File: src/rtl/hilo_mult_pkg.sv
// Shared encodings for the HI/LO multiply controller: funct codes, MF read select
// codes and the controller state type.
package hilo_mult_pkg;

  localparam logic [5:0] FUNCT_MULT  = 6'h18;
  localparam logic [5:0] FUNCT_MULTU = 6'h19;

  localparam logic [1:0] LOHI_HI = 2'b01;
  localparam logic [1:0] LOHI_LO = 2'b10;

  typedef enum logic [1:0] {
    S_IDLE,
    S_RUN,
    S_DONE
  } mult_state_t;

  function automatic logic is_mult_funct(input logic [5:0] funct);
    return (funct == FUNCT_MULT) || (funct == FUNCT_MULTU);
  endfunction

  function automatic logic is_mf_read(input logic [1:0] sel);
    return (sel == LOHI_HI) || (sel == LOHI_LO);
  endfunction

endpackage

File: src/rtl/hilo_mult_ctrl_core.sv
// Iterative shift-add multiplier datapath: one partial product per step, unsigned
// operands, full 2*WIDTH result with no truncation.
module mult_iter_core #(
  parameter int WIDTH = 32
) (
  input  logic               clk,
  input  logic               rst_n,
  input  logic               load,
  input  logic               step,
  input  logic [WIDTH-1:0]   mcand,
  input  logic [WIDTH-1:0]   mplier,
  output logic [2*WIDTH-1:0] prod_next
);

  logic [2*WIDTH-1:0] mcand_q;
  logic [WIDTH-1:0]   mplier_q;
  logic [2*WIDTH-1:0] acc_q;

  // Sum after the current step; the controller commits this on the final step so
  // the result lands on the same edge the FSM leaves RUN.
  assign prod_next = acc_q + (mplier_q[0] ? mcand_q : '0);

  // NOTE: sequential state uses non-blocking assignments so every register samples
  // pre-edge values; blocking here would make the shift and the add see each other.
  always_ff @(posedge clk or negedge rst_n) begin
    if (!rst_n) begin
      mcand_q  <= '0;
      mplier_q <= '0;
      acc_q    <= '0;
    end else if (load) begin
      mcand_q  <= {{WIDTH{1'b0}}, mcand};
      mplier_q <= mplier;
      acc_q    <= '0;
    end else if (step) begin
      acc_q    <= prod_next;
      mcand_q  <= mcand_q << 1;
      mplier_q <= mplier_q >> 1;
    end
  end

endmodule

File: src/rtl/hilo_mult_ctrl.sv
// HI/LO multiply controller: accepts MULT/MULTU from EX, sequences the iterative
// core, owns HI/LO and stalls the pipeline on structural/data hazards.
module hilo_mult_ctrl
  import hilo_mult_pkg::*;
#(
  parameter int WIDTH = 32
) (
  input  logic             clk,
  input  logic             rst_n,
  input  logic             start_i,
  input  logic [5:0]       funct_i,
  input  logic [WIDTH-1:0] op_a_i,
  input  logic [WIDTH-1:0] op_b_i,
  input  logic             flush_i,
  input  logic [1:0]       mf_sel_i,
  output logic             busy_o,
  output logic             stall_o,
  output logic             done_o,
  output logic [WIDTH-1:0] hi_o,
  output logic [WIDTH-1:0] lo_o,
  output logic [WIDTH-1:0] mf_data_o
);

  localparam int CNT_W = $clog2(WIDTH + 1);

  mult_state_t        state_q;
  logic [CNT_W-1:0]   cnt_q;
  logic               sign_q;
  logic               done_q;
  logic [WIDTH-1:0]   hi_q;
  logic [WIDTH-1:0]   lo_q;

  logic               mult_req;
  logic               accept;
  logic               last_step;
  logic               core_step;
  logic               op_signed;
  logic               op_sign;
  logic [WIDTH-1:0]   a_mag;
  logic [WIDTH-1:0]   b_mag;
  logic [2*WIDTH-1:0] prod_next;
  logic [2*WIDTH-1:0] prod_fix;

  assign mult_req  = start_i && is_mult_funct(funct_i);
  // A new multiply may enter in DONE as well as IDLE; flush always drops it.
  assign accept    = mult_req && (state_q != S_RUN) && !flush_i;
  assign last_step = (state_q == S_RUN) && (cnt_q == CNT_W'(WIDTH - 1));
  assign core_step = (state_q == S_RUN) && !flush_i;

  // NOTE: every always_comb output gets a default before any conditional logic so
  // no path leaves a signal unassigned, which would infer a latch.
  always_comb begin
    op_signed = (funct_i == FUNCT_MULT);
    a_mag     = op_a_i;
    b_mag     = op_b_i;
    op_sign   = 1'b0;
    if (op_signed) begin
      a_mag   = op_a_i[WIDTH-1] ? -op_a_i : op_a_i;
      b_mag   = op_b_i[WIDTH-1] ? -op_b_i : op_b_i;
      op_sign = op_a_i[WIDTH-1] ^ op_b_i[WIDTH-1];
    end
  end

  // Magnitude of the most negative operand is still exact as an unsigned WIDTH value.
  assign prod_fix = sign_q ? -prod_next : prod_next;

  mult_iter_core #(
    .WIDTH (WIDTH)
  ) u_core (
    .clk       (clk),
    .rst_n     (rst_n),
    .load      (accept),
    .step      (core_step),
    .mcand     (a_mag),
    .mplier    (b_mag),
    .prod_next (prod_next)
  );

  always_ff @(posedge clk or negedge rst_n) begin
    if (!rst_n) begin
      state_q <= S_IDLE;
      cnt_q   <= '0;
      sign_q  <= 1'b0;
      done_q  <= 1'b0;
      hi_q    <= '0;
      lo_q    <= '0;
    end else begin
      done_q <= 1'b0;
      if (flush_i) begin
        state_q <= S_IDLE;
        cnt_q   <= '0;
      end else begin
        unique case (state_q)
          S_IDLE, S_DONE: begin
            if (accept) begin
              state_q <= S_RUN;
              cnt_q   <= '0;
              sign_q  <= op_sign;
            end else begin
              state_q <= S_IDLE;
            end
          end
          S_RUN: begin
            if (last_step) begin
              state_q      <= S_DONE;
              {hi_q, lo_q} <= prod_fix;
              done_q       <= 1'b1;
            end else begin
              cnt_q <= cnt_q + CNT_W'(1);
            end
          end
          default: state_q <= S_IDLE;
        endcase
      end
    end
  end

  assign busy_o  = (state_q == S_RUN);
  assign stall_o = busy_o && (is_mf_read(mf_sel_i) || mult_req);
  assign done_o  = done_q;
  assign hi_o    = hi_q;
  assign lo_o    = lo_q;

  // Reads come straight from the architectural registers; an in-flight product
  // is never forwarded, which is why a read during RUN must stall.
  always_comb begin
    mf_data_o = '0;
    unique case (mf_sel_i)
      LOHI_HI: mf_data_o = hi_q;
      LOHI_LO: mf_data_o = lo_q;
      default: mf_data_o = '0;
    endcase
  end

endmodule

File: config.mk
export PLATFORM = sky130hd
export DESIGN_NAME = hilo_mult_ctrl
export DESIGN_NICKNAME = d
export VERILOG_FILES = /design/src/rtl/hilo_mult_pkg.sv /design/src/rtl/hilo_mult_ctrl_core.sv /design/src/rtl/hilo_mult_ctrl.sv
export SDC_FILE = /design/constraint.sdc
export NUM_CORES = 1
export LEC_CHECK = 0
export CORE_MARGIN = 3
export CORE_UTILIZATION = 59
export CTS_CLUSTER_DIAMETER = 120
export CTS_CLUSTER_SIZE = 8
export DETAILED_ROUTE_END_ITERATION = 6
export PLACE_DENSITY = 0.91
export SYNTH_ARGS = -nofsm -noshare
export SYNTH_HDL_FRONTEND = slang
export SYNTH_SLANG_ARGS = --single-unit
File: constraint.sdc
create_clock -name clk -period 4.7 [get_ports clk]
set_input_delay 0.94 -clock clk [delete_from_list [all_inputs] [get_ports clk]]
set_output_delay 0.94 -clock clk [all_outputs]
set_load 0.05 [all_outputs]
==> results.cfg <==
[timing]
finClkSkew_ns = 0.0231
slew_headroom = 0.230
fin_crit_ns = 4.77
timing.fmax_ghz = 0.210
worst_pin_slew_ns = 1.15
setup_slack_ns = -0.0683
fin_crit_sh = 1.01
rsz0062_at_grt = yes
fin_setup_tns_ns = -0.127
setup_viol = 3
fin_hold_ws_ns = 0.480
hold_viol_final = 0
drv_slew = 0

[place]
routabilityCongestion = 1.03
dp_hpwl_um = 45600
postPlaceCellArea_um2 = 19900
io_buffers = 174
dp.cells = 2751

[outcome]
violations = negative setup slack
status = finished with violations

[floorplan]
row_count = 62
io_pins = 175
die_area_um2 = 31600
die_h_um = 178
fp.dieW_um = 178
core_um2 = 28900
floorplan.initialDensity = 0.603

[drt]
drtAntennaViolNets = 0
wl_per_cell_um = 21.4
drt_wl_total_um = 60000
dr.first_iter.drc_count = 1867
drc_errors = 0
first_pass_iters = 6
vias_per_cell = 6.46
dr_total_vias = 18100

[setup_path]
critPathMostFrequentCell = o21ai_2
cp.arrival_ns = 5.16
cp_slowest_cell = or4_4
path_buf_inv = 2
critical_path.top_delay_family = simple AND/OR/NAND/NOR gates
cp.depth = 16
crit_path_max_fanout = 17
crit_type = register to register
path_cells = buf_12 -> and2_1 -> ha_2 -> o211ai_1 -> o21ai_2 -> xor2_2 -> or4_4 -> or3b_4 -> nor4b_4 -> nand4_4 -> nor4_4 -> buf_4 -> nand4_1 -> o21ai_2 -> xnor2_2 -> mux2_2
critical_path_required_ns = 5.09
max_stage_delay_ns = 0.56
r2r_cells = 16
worstSetupEndpointType = register
cp-start-kind = register

[clock_network]
tritoncts = done
cts_sinks = 234
cts_root_buffer = clkbuf_16
ctsLongestPathBuffers = 3
clk_pin_slew_ns = 0.05
clk-insertion-delay-late_ns = 0.52
cts_buffers = 35
cts-htree-levels = 2

[synth]
synthesis.nets = 2361
synth_edf_count = 0
syn_area_per_cell_um2 = 7.85
ys_seq_elements = 234
ys_seq_area_frac = 0.337
netlist-cell-type-count = 98
async_flop_share = 1.00
ys_warn_count = 0
ys.flop_type = dfrtp_1
netlist_instances = 2215
netlist_area_um2 = 17400

[pwr]
leakage_nw = 9.10
power_density_nw_per_um2 = 283
ir_worst_vdd_uv = 185

[cells_and_area]
drive_gt1_frac = 0.116
mostFrequentLayoutCells = nand2_1, o21ai_0, dfrtp_1, nor2_1, clkdlybuf4s50_1
n_antenna_cell = 0
stdcell_count = 2802
nNetsFinal = 2562
final_common_cell = nand2_1
fin_area_um2 = 21200
area_delta_synth_final_pct = 21.9

[global_routing]
grt_start_max_net_pins = 123
grt_pass1_vias = 16900
grt_pass1_wl_um = 91200
grt_use_total = 0.366
antenna_found_initial = 0
overflow = 0

[job]
drv_cap = 0

[min_path]
hp-class = primary input to async pin
-- synth_stat cells, drive strengths merged, types with 3 or more instances --
cell type  number  area (um2)
nor2          169         634
mux2            3        33.8
or2            10        62.6
a221o           7        70.1
nor3b           4        35.0
a2111oi         3        45.1
xnor2          92         813
o21bai          7        52.6
clkbuf        111         447
or3            21         136
nor4b           4        50.1
a211oi         16         130
nand2b          7        43.8
nand3          84         425
buf            20         119
and4            3        26.3
nor3           41         210
o211ai         18         135
o41ai          10        95.1
o21ai         281        1420
mux2i           4        40.0
o2111ai         3        26.3
and2           77         482
a21boi          8        60.1
or4             5        41.3
o221ai          3        32.5
o21a           14         105
xor2           70         613
a22oi          68         510
a31oi          42         263
or3b            3        28.8
nand4          46         309
and3           14        88.8
nor2b          10        62.6
inv            30         113
a21o           16         120
ha             69         863
a21oi         121         613
nand2         381        1430
a32oi           3        33.8
nor4           18         140
dfrtp         234        5860
o31ai          24         190
a22o           10        87.6
-- logic make-up (layout without fill, tap and decap cells) --
| kind of cell | count (synthesis) | in the layout | synth area share |
|---|---|---|---|
| simple gates | 905 | 905 | 0.246 |
| flops | 234 | 234 | 0.337 |
| fa+ha+maj | 70 | 70 | 0.0508 |
| xor+xnor | 162 | 162 | 0.0820 |
| buf+inv | 162 | 365 | 0.0392 |
| compound gates | 675 | 675 | 0.241 |
| mux | 7 | 7 | 0.00424 |
-- path summary, 6_finish.rpt --
| kind | slack, ns | start | endpoint |
|---|---|---|---|
| min | 0.48 | rst_n | u_core.mcand_q[62]$_DFFE_PN0P_ |
| min reg2reg | 0.50 | u_core.mcand_q[55]$_DFFE_PN0P_ | u_core.mcand_q[56]$_DFFE_PN0P_ |
| max reg2reg | -0.07 | u_core.mplier_q[0]$_DFFE_PN0P_ | hi_o[18]$_DFFE_PN0P_ |
| max in group asynchronous | 3.21 | rst_n | u_core.mcand_q[23]$_DFFE_PN0P_ |
| max | -0.07 | u_core.mplier_q[0]$_DFFE_PN0P_ | hi_o[18]$_DFFE_PN0P_ |
| min in group clk | 0.50 | u_core.mcand_q[55]$_DFFE_PN0P_ | u_core.mcand_q[56]$_DFFE_PN0P_ |
-- state kept, by name (all words and copies together), names as in the netlist --
register         cells
sign_q               1
u_core.mcand_q      64
u_core.mplier_q     32
u_core.acc_q        64
lo_o                32
done_o               1
state_q              2
cnt_q                6
hi_o                32
-- worst register-to-register path, stage by stage, from the launching register on --
cell	delay [ns]
dfrtp_2	0.44
buf_12	0.16
and2_1	0.16
ha_2	0.41
o211ai_1	0.16
o21ai_2	0.34
xor2_2	0.16
or4_4	0.56
or3b_4	0.43
nor4b_4	0.30
nand4_4	0.16
nor4_4	0.46
buf_4	0.20
nand4_1	0.15
o21ai_2	0.20
xnor2_2	0.10
mux2_2	0.27
-- stage by stage --
stage          utilization  setup slack, ns  power [W]
2_1_floorplan            -            0.441    0.00318
3_3_place_gp         0.690          -0.0520    0.00363
3_5_place_dp         0.690          -0.0220    0.00369
4_1_cts              0.722           0.0784    0.00589
5_1_grt              0.734           -0.164    0.00623
6_report             0.734          -0.0683    0.00600
-- area by class of cell --
cell class | count | area [um2]
repair buffers | 295 | 2670
fillers | 2141 | 7660
clock inverters | 4 | 35.0
multi-input cells | 1819 | 11200
well taps | 384 | 480
clock buffers | 35 | 876
inverters | 31 | 116
flip-flops and latches | 234 | 5860
-- report_power, final --
group	switching (W)	leakage [nW]	internal, W	total, W
Combinational	0.000875	5.44	0.000690	0.00156
Clock	0.000885	0.449	0.00132	0.00220
Sequential	0.000106	3.21	0.00213	0.00224
-- routing by layer --
layer	wire length [um]	part of all wire	global-route usage
met3	6160	0.10	0.0573
met1	24900	0.41	0.511
met4	1770	0.029	0.108
met2	27200	0.45	0.589
met5	0	0	0
-- timing repair --
item / CTS / global route
setup buffers: 0 / 11
pin swaps: 0 / 12
cloned: 0 / 1
gates resized for setup: 2 / 66
hold buffers: 0 / 0
endpoints found under the setup margin: 3 / 26
Power figures use the tool's default switching activity.
